==> config.mk <==
export PLATFORM = sky130hd
export DESIGN_NAME = bp_core_cache_req_arb
export DESIGN_NICKNAME = d
export VERILOG_FILES = /design/src/rtl/bp_common_pkg.sv /design/src/rtl/bsg_arb_round_robin.sv /design/src/rtl/bp_core_cache_req_arb.sv
export SDC_FILE = /design/constraint.sdc
export NUM_CORES = 1
export LEC_CHECK = 0
export CELL_PAD_IN_SITES_DETAIL_PLACEMENT = 1
export CELL_PAD_IN_SITES_GLOBAL_PLACEMENT = 2
export CORE_ASPECT_RATIO = 0.9
export CORE_MARGIN = 2
export CORE_UTILIZATION = 11
export CTS_CLUSTER_SIZE = 16
export DETAILED_ROUTE_END_ITERATION = 10
export PLACE_DENSITY_LB_ADDON = 0.1
export SLEW_MARGIN = 0
export SYNTH_ARGS = -nofsm -noshare
export SYNTH_HDL_FRONTEND = slang
export SYNTH_SLANG_ARGS = --single-unit
==> constraint.sdc <==
create_clock -name clk_i -period 1.1 [get_ports clk_i]
set_input_delay 0.11 -clock clk_i [delete_from_list [all_inputs] [get_ports clk_i]]
set_output_delay 0.11 -clock clk_i [all_outputs]
set_load 0.05 [all_outputs]
==> src/rtl/bp_common_pkg.sv <==
// Shared types and widths for the core cache request arbiter.
// Holds the arbiter FSM states and default payload widths.
`ifndef BSG_SAFE_CLOG2
`define BSG_SAFE_CLOG2(x) (((x) <= 1) ? 1 : $clog2(x))
`endif

package bp_common_pkg;

   localparam int cache_req_width_lp          = 72;
   localparam int cache_req_metadata_width_lp = 8;

   typedef enum logic {
      e_ready = 1'b0,
      e_meta  = 1'b1
   } bp_cache_req_arb_state_e;

endpackage

==> src/rtl/bsg_arb_round_robin.sv <==
// Round-robin arbiter; priority starts just after the last granted index.
// The pointer only advances when the grant is actually taken (yumi_i).
module bsg_arb_round_robin
   #(parameter int width_p = 2
   , localparam int tag_width_lp = `BSG_SAFE_CLOG2(width_p))
   (input  logic                    clk_i
   , input  logic                    reset_i
   , input  logic [width_p-1:0]      reqs_i
   , output logic [width_p-1:0]      grants_o
   , output logic                    v_o
   , output logic [tag_width_lp-1:0] tag_o
   , input  logic                    yumi_i
   );

   logic [tag_width_lp-1:0] last_r;
   logic [tag_width_lp-1:0] idx;
   logic                    found;

   // Scan from last_r+1 upward with wrap, take the first requester.
   always_comb begin
      grants_o = '0;
      tag_o    = '0;
      found    = 1'b0;
      idx      = last_r;
      for (int k = 0; k < width_p; k++) begin
         if (idx == tag_width_lp'(width_p-1))
            idx = '0;
         else
            idx = idx + 1'b1;
         if (!found && reqs_i[idx]) begin
            found         = 1'b1;
            tag_o         = idx;
            grants_o[idx] = 1'b1;
         end
      end
   end

   assign v_o = found;

   // Reset gives channel 0 first priority.
   always_ff @(posedge clk_i) begin
      if (reset_i)
         last_r <= tag_width_lp'(width_p-1);
      else if (yumi_i)
         last_r <= tag_o;
   end

endmodule

==> src/rtl/bp_core_cache_req_arb.sv <==
// N-way cache request arbiter in front of a single LCE request port.
// Grants a request, forwards its metadata beat, routes completions back.
module bp_core_cache_req_arb
   import bp_common_pkg::*;
   #(parameter int num_caches_p     = 2
   , parameter int req_width_p      = cache_req_width_lp
   , parameter int metadata_width_p = cache_req_metadata_width_lp
   , localparam int id_width_lp     = `BSG_SAFE_CLOG2(num_caches_p))
   (input  logic                                            clk_i
   , input  logic                                            reset_i
   , input  logic [num_caches_p-1:0][req_width_p-1:0]        cache_req_i
   , input  logic [num_caches_p-1:0]                         cache_req_v_i
   , output logic [num_caches_p-1:0]                         cache_req_ready_o
   , input  logic [num_caches_p-1:0][metadata_width_p-1:0]   cache_req_metadata_i
   , input  logic [num_caches_p-1:0]                         cache_req_metadata_v_i
   , output logic [num_caches_p-1:0]                         cache_req_complete_o
   , output logic [req_width_p-1:0]                          req_o
   , output logic                                            req_v_o
   , output logic [id_width_lp-1:0]                          req_id_o
   , input  logic                                            req_ready_i
   , output logic [metadata_width_p-1:0]                     metadata_o
   , output logic                                            metadata_v_o
   , input  logic                                            complete_i
   , input  logic [id_width_lp-1:0]                          complete_id_i
   );

   bp_cache_req_arb_state_e state_r;
   logic [id_width_lp-1:0]  owner_r;
   logic [num_caches_p-1:0] outstanding_r;

   logic [num_caches_p-1:0] eligible;
   logic [num_caches_p-1:0] arb_reqs;
   logic [num_caches_p-1:0] arb_grants;
   logic                    arb_v;
   logic [id_width_lp-1:0]  arb_tag;
   logic [num_caches_p-1:0] complete_oh;
   logic                    meta_phase;

   // A channel with a miss in flight cannot issue another request.
   assign eligible = cache_req_v_i & ~outstanding_r;
   assign arb_reqs = (!reset_i && state_r == e_ready && req_ready_i)
                   ? eligible : '0;

   bsg_arb_round_robin #(
      .width_p (num_caches_p)
   ) rr (
      .clk_i    (clk_i)
      ,.reset_i  (reset_i)
      ,.reqs_i   (arb_reqs)
      ,.grants_o (arb_grants)
      ,.v_o      (arb_v)
      ,.tag_o    (arb_tag)
      ,.yumi_i   (arb_v & req_ready_i)
   );

   assign cache_req_ready_o = arb_grants;
   assign req_v_o           = arb_v;
   assign req_id_o          = arb_tag;
   assign req_o             = arb_v ? cache_req_i[arb_tag] : '0;

   // Metadata is steered from the owner only; other channels are ignored.
   assign meta_phase   = !reset_i && (state_r == e_meta);
   assign metadata_v_o = meta_phase & cache_req_metadata_v_i[owner_r];
   assign metadata_o   = meta_phase ? cache_req_metadata_i[owner_r] : '0;

   // Decode the completion ID into a per-channel pulse.
   always_comb begin
      complete_oh = '0;
      for (int i = 0; i < num_caches_p; i++)
         if (!reset_i && complete_i && complete_id_i == id_width_lp'(i))
            complete_oh[i] = 1'b1;
   end

   assign cache_req_complete_o = complete_oh;

   // Request/metadata FSM plus per-channel outstanding tracking.
   always_ff @(posedge clk_i) begin
      if (reset_i) begin
         state_r       <= e_ready;
         owner_r       <= '0;
         outstanding_r <= '0;
      end else begin
         outstanding_r <= (outstanding_r & ~complete_oh) | arb_grants;
         unique case (state_r)
            e_ready:
               if (arb_v) begin
                  state_r <= e_meta;
                  owner_r <= arb_tag;
               end
            e_meta:
               if (metadata_v_o)
                  state_r <= e_ready;
         endcase
      end
   end

endmodule
==> flow_summary.json, run 1 <==
{
  "internal_power_mw": 2.946,
  "cts_made_buffers": 3,
  "switchingPower_mw": 2.267,
  "grt_max_degree": 25,
  "failed_checks": "setup timing",
  "vdd_drop_max_mv": 0.4813,
  "synth.ff_latch_count": 5,
  "drtIter0Drc": 44,
  "cts_buffer_depth": 2,
  "final_area_mm2": 0.008142,
  "synth.distinct_cells": 25,
  "core_area_mm2": 0.01986,
  "area_growth_pct": 268.5,
  "crit_chain": "buf_4 > buf_6 > or3b_1 > buf_6 > a21oi_4 > buf_12",
  "antenna_left": 0,
  "tightest_slew_ns": 0.2562,
  "path_class": "reg2out",
  "syn_area_mm2": 0.002210,
  "synth_edf_count": 0,
  "grt_first_pass_wirelength_um": 21680,
  "tns_ns": -54.36,
  "path_delay_family": "buffers and inverters",
  "period_share": 1.629,
  "dp_hpwl_um": 10940,
  "grt_overflow": 0,
  "yosysWarnings": 0,
  "clock_skew_ns": 0.003662,
  "path_clk_slew_ns": 0.04,
  "swShare": 0.4349,
  "drive_gt1_frac": 0.6555,
  "relSlewSlack": 0.8290,
  "io_pins": 256,
  "seq_area_frac_synth": 0.04530,
  "routed_wl_um": 14590,
  "htree_levels": 1,
  "remaining_drc_errors": 0,
  "row_count": 49,
  "clkPwrFrac": 0.118,
  "yosysTopAreaCell": "o22ai_2",
  "power.density_mw_per_mm2": 640.3,
  "cap_violations": 0,
  "post-route-util": 0.4099,
  "seqPwrFrac": 0.042,
  "power.leakage_nw": 2.903,
  "worstSetupEndpointType": "output port",
  "track_usage": 0.1258,
  "viasPerCell": 4.029,
  "die-width_um": 153.4,
  "synth_top_area_share": 0.3398,
  "fin_nets": 768,
  "slowest_delay_ns": 0.38,
  "initial_utilization": 0.1112,
  "status": "finished, violations left",
  "detail_route.wl_per_cell_um": 17.11,
  "antenna_found_initial": 0,
  "cts_tree": "built",
  "cp_slowest_cell": "or3b_1",
  "dominantRegCellSynth": "dfxtp_1",
  "synth_top_cells_by_area": "o22ai_2, nand2_2, nand2_1, buf_12, buf_2",
  "hp-class": "in2reg",
  "fmax_mhz": 558.1,
  "antenna_cells": 0,
  "synthCells": 298,
  "syn_avg_cell_area_um2": 7.415,
  "worstSkewPairLatency_ns": 0.23,
  "whs_ns": 0.4435,
  "setup_viol": 90,
  "synthArstFlopShare": 0,
  "setup_ws_ns": -0.6919,
  "final.min_clock_period_ns": 1.792,
  "fp.dieH_um": 138.5,
  "place.port_buffers": 255,
  "postCtsHoldBufs": 0,
  "combPwrFrac": 0.840,
  "cp.required_ns": 0.99,
  "first_pass_iters": 4,
  "cts.sinks": 5,
  "cp.arrival_ns": 1.68,
  "path_common_cell": "buf_6",
  "slew_violations": 0,
  "cp_num_buf_inv": 4,
  "gp_congestion": 0.7277,
  "fp.dieArea_mm2": 0.02124,
  "critPathLaunchType": "register",
  "place_area_mm2": 0.007007,
  "vias": 3437,
  "first_global_vias": 3774,
  "hold_viol_final": 0,
  "rsz0062_at_grt": "yes",
  "cts_root_buffer": "clkbuf_16",
  "dp_slack_ns": -0.8238,
  "synth_nets": 467,
  "path_max_fanout": 5
}
-- worst paths after layout --
path | from | depth (start not counted) | slack (ns) | to
worst max register to register | state_r$_SDFF_PP0_ | 7 | -0.52 | owner_r$_SDFFE_PP0P_
worst min register to register | outstanding_r[1]$_SDFF_PP0_ | 2 | 0.50 | outstanding_r[1]$_SDFF_PP0_
worst min-delay path | complete_i | 4 | 0.44 | outstanding_r[1]$_SDFF_PP0_
worst max-delay path | state_r$_SDFF_PP0_ | 6 | -0.69 | req_v_o
-- routing by layer --
metal  global-route usage  routed length [um]  vias to the layer above
met5                    0                   0                        -
met4              0.01111                  76                        0
met3              0.03448                1035                        9
met2               0.2246                7629                      143
met1               0.1568                5852                     1626
li1                     -                   -                     1659
-- tightest hold or removal path: stages --
cell and delay [ns]:
dlymetal6s2s_1 0.11, and3_4 0.22, buf_4 0.12, o32ai_2 0.06
-- placed cells by master, fill, tap and decap left out, types with 2 or more instances in the layout --
cell type and instances:
clkdlybuf4s50_1 163, buf_12 105, o22ai_4 72, nand2_2 68, nand2_4 48, nand2_1 28, buf_6 23, buf_4 18
nor2_4 12, clkbuf_16 9, buf_16 9, mux2i_2 7, inv_1 3, dfxtp_2 3, nor3b_4 2, mux2i_4 2
o32ai_2 2, dlygate4sd2_1 2, dlymetal6s2s_1 2, dfxtp_1 2, buf_8 2
-- metrics by stage --
stage                     cells  total power [mW]
after floorplan             298             2.315
after global placement      815             3.983
after detailed placement    815             4.013
after CTS                   841             5.067
after global routing        853             5.440
final                       853             5.213
-- synthesized netlist by cell type, types with 2 or more instances --
master	number
nor2_1	13
buf_4	5
dfxtp_1	5
nand2_1	85
buf_12	7
buf_2	20
buf_6	2
o32ai_1	3
inv_1	4
nand2_2	60
o22ai_1	13
o22ai_2	60
mux2i_1	9
-- what timing repair did --
| action | in CTS | in global routing |
|---|---|---|
| setup buffers | 16 | 8 |
| gates cloned | 6 | 8 |
| endpoints found under the setup margin | 92 | 92 |
| pin swaps | 29 | 44 |
| gates resized for setup | 96 | 74 |
-- state kept, by name, summed over array words and instances (netlist names) --
register,count
state_r,1
rr.last_r,1
outstanding_r,2
owner_r,1
-- power groups by stage --
stage	clock (mW)	combinational [mW]	sequential [mW]
after floorplan	0	2.10	0.212
after detailed placement	0	3.79	0.221
after global routing	0.630	4.59	0.224
after CTS	0.617	4.23	0.221
after global placement	0	3.76	0.220
final	0.614	4.38	0.221
-- kinds of logic after synthesis --
| group | count (synthesis) | synth area share |
|---|---|---|
| buffers and inverters | 39 | 0.1444 |
| AOI/OAI and AO/OA | 80 | 0.4054 |
| and+or+nand+nor | 165 | 0.3641 |
| muxes | 9 | 0.04077 |
| DFF | 5 | 0.04530 |
-- final cells by class --
class,count,area [um^2]
inverters,4,22.52
flip-flops and latches,5,103.9
clock buffers,4,78.83
repair buffers,331,4603
well taps,255,319.1
multi-input cells,254,3014
fillers,2108,11720
Power figures use the tool's default switching activity.
==> run 2, diff against run 1 <==
--- a/config.mk
+++ b/config.mk
@@ -8,12 +8,13 @@
 export CELL_PAD_IN_SITES_DETAIL_PLACEMENT = 1
 export CELL_PAD_IN_SITES_GLOBAL_PLACEMENT = 2
 export CORE_ASPECT_RATIO = 0.9
-export CORE_MARGIN = 2
-export CORE_UTILIZATION = 11
+export CORE_MARGIN = 3
+export CORE_UTILIZATION = 10
 export CTS_CLUSTER_SIZE = 16
 export DETAILED_ROUTE_END_ITERATION = 10
 export PLACE_DENSITY_LB_ADDON = 0.1
 export SLEW_MARGIN = 0
 export SYNTH_ARGS = -nofsm -noshare
 export SYNTH_HDL_FRONTEND = slang
+export SYNTH_HIERARCHICAL = 1
 export SYNTH_SLANG_ARGS = --single-unit
==> run 2 against run 1 <==
Compared with the run above: setup slack got worse by 0.44 ns; clock skew decreased by 0.0011 ns; combinational power decreased by 22%; the run still ends with setup timing left; maximum frequency decreased by 20%; largest cell class unchanged.
==> flow_summary.json, run 2 <==
{
  "min_from": "reset_i",
  "first_pass_iters": 3,
  "first_global_vias": 3065,
  "cts_tree": "built",
  "worstSkewPairLatency_ns": 0.23,
  "r2r_setup_slack_ns": -0.79,
  "cts_buffer_depth": 2,
  "mostFrequentLayoutCells": "clkdlybuf4s50_1, mux2i_4, nor2b_4",
  "synth.ff_latch_count": 5,
  "setup_viol": 90,
  "cap_violations": 0,
  "routed_wl_um": 12270,
  "yosysTopAreaCell": "mux2i_1",
  "r2r_cells": 10,
  "synthMuxAreaShare": 0.4669,
  "synth_edf_count": 0,
  "fp.dieArea_mm2": 0.01921,
  "antenna_found_initial": 0,
  "path_class": "reg2out",
  "viasPerCell": 3.703,
  "synth_fa_ha_area_frac": 0,
  "power.density_mw_per_mm2": 572.3,
  "synth_nets": 380,
  "regMostFlops": "outstanding_r",
  "crit_chain": "nor2_2 > nand2_2 > buf_6 > nor3b_4 > a21boi_4 > buf_12 > buf_16 > buf_12 > mux2i_4 > nor2b_4 > buf_8",
  "tightest_slew_ns": 0.2337,
  "die-width_um": 145.8,
  "power.leakage_nw": 2.538,
  "yosysMostFrequentCell": "mux2i_1",
  "r2r_start": "state_r$_SDFF_PP0_",
  "cp.arrival_ns": 2.12,
  "slew_violations": 0,
  "cts_root_buffer": "clkbuf_16",
  "syn_avg_cell_area_um2": 8.331,
  "track_usage": 0.1168,
  "final_common_cell": "clkdlybuf4s50_1",
  "hold-path-endpoint": "state_r$_SDFF_PP0_",
  "synthCells": 211,
  "area_growth_pct": 318.5,
  "cp.required_ns": 0.99,
  "drive_gt1_frac": 0.6294,
  "seq_area_frac_synth": 0.05694,
  "initial_utilization": 0.1030,
  "postCtsHoldBufs": 0,
  "critPathLaunchType": "register",
  "remaining_drc_errors": 0,
  "antenna_cells": 0,
  "htree_levels": 1,
  "grt_overflow": 0,
  "cp_slowest_cell": "dfxtp_2",
  "worstSetupEndpointType": "output port",
  "timing.rr.end": "rr/last_r$_SDFFE_PP1P_",
  "cts.sinks": 5,
  "yosys.area_share.xor_xnor": 0,
  "relSlewSlack": 0.8440,
  "min_path_cells": 3,
  "fp.dieH_um": 131.8,
  "rsz0062_at_grt": "yes",
  "total_power_mw": 4.210,
  "synth_top_family_by_area": "multiplexers",
  "drtIter0Drc": 15,
  "synth_top_area_share": 0.4669,
  "synth.distinct_cells": 19,
  "detail_route.wl_per_cell_um": 16.47,
  "fmax_mhz": 448.3,
  "status": "finished, violations left",
  "ys_top_cells_by_count": "mux2i_1, nor2b_1, nor2_1, buf_12, clkbuf_1",
  "clock_skew_ns": 0.002514,
  "grt_max_degree": 20,
  "core_area_mm2": 0.01706,
  "gp_congestion": 0.6952,
  "syn_area_mm2": 0.001758,
  "dominantRegCellSynth": "dfxtp_1",
  "antenna_left": 0,
  "yosysWarnings": 6,
  "synthSimpleGateAreaFrac": 0.3295,
  "final.min_clock_period_ns": 2.231,
  "synth-compound-area-share": 0.02847,
  "path_max_fanout": 8,
  "hp-class": "in2reg",
  "failed_checks": "setup timing",
  "synth_top_cells_by_area": "mux2i_1, nor2b_1, buf_12, dfxtp_1, nor2_1",
  "setup_ws_ns": -1.131,
  "path_clk_slew_ns": 0.03,
  "io_pins": 256,
  "hold_viol_final": 0,
  "period_share": 2.028,
  "cts_made_buffers": 3,
  "fin_nets": 680,
  "slowest_delay_ns": 0.31,
  "dp_slack_ns": -1.235,
  "synthArstFlopShare": 0,
  "path_common_cell": "buf_12",
  "vias": 2759,
  "dp_hpwl_um": 8788,
  "vdd_drop_max_mv": 0.4005,
  "row_count": 45,
  "largest_register_ffs": 2,
  "grt_first_pass_wirelength_um": 18020,
  "place.port_buffers": 255
}
run 2: how the worst max path moves through the flow:
stage                       start   endpoint  slack (ns)  depth (start not counted)
2_1_floorplan  state_r$_SDFF_PP0_  req_o[10]       -1.09                          8
3_3_place_gp              reset_i  req_o[38]       -1.19                          9
3_5_place_dp              reset_i  req_o[53]       -1.24                          9
4_1_cts        state_r$_SDFF_PP0_  req_o[22]       -1.15                         10
5_1_grt        state_r$_SDFF_PP0_  req_o[24]       -1.23                         11
6_report       state_r$_SDFF_PP0_  req_o[47]       -1.13                         11
run 2: area by class of cell:
cell class,instances,area [um^2]
Multi-Input combinational cell,187,3074
Timing Repair Buffer,313,3801
Sequential cell,5,105.1
Inverter,1,3.754
Tap cell,235,294.0
Fill cell,1767,9703
Clock buffer,4,78.83
run 2: power by group:
part	leakage (nW)	internal [mW]	switching (mW)	total (mW)
clock network	0.0382	0.481	0.125	0.606
logic	2.46	1.91	1.49	3.41
registers	0.0420	0.190	0.00924	0.199
run 2: metal layers:
metal,track usage,share of wire
met5,0,0
met2,0.2170,0.54
met3,0.03644,0.085
met1,0.1319,0.36
met4,0.02215,0.011
run 2: per-stage QoR:
| step | cells | cell area [um^2] | setup TNS (ns) | hold WS [ns] | util |
|---|---|---|---|---|---|
| 2_1_floorplan | 211 | 2497 | -74.58 | 0.1750 | - |
| 3_3_place_gp | 706 | 5574 | -91.96 | 0.5048 | 0.3267 |
| 3_5_place_dp | 706 | 5574 | -94.72 | 0.5105 | 0.3267 |
| 4_1_cts | 739 | 6890 | -87.48 | 0.4130 | 0.4039 |
| 5_1_grt | 745 | 7357 | -92.48 | 0.4379 | 0.4312 |
| 6_report | 745 | 7357 | -84.65 | 0.3971 | 0.4312 |
run 2: cell families after synthesis:
logic type      Yosys count
compound gates            7
buf+inv                  19
flops                     5
mux                      82
simple gates             98
run 2: what timing repair did:
action	4_1_cts	5_1_grt
endpoints found under the setup margin	92	90
pin swaps	9	11
gates resized for setup	152	67
cloned	7	5
setup buffers	23	4
run 2: critical path, delay by kind of cell, from the launching register on:
kind,cells,cell delay [ns]
compound gates,1,0.12
buf+inv,5,0.72
flops,1,0.31
mux,1,0.18
simple gates,4,0.54
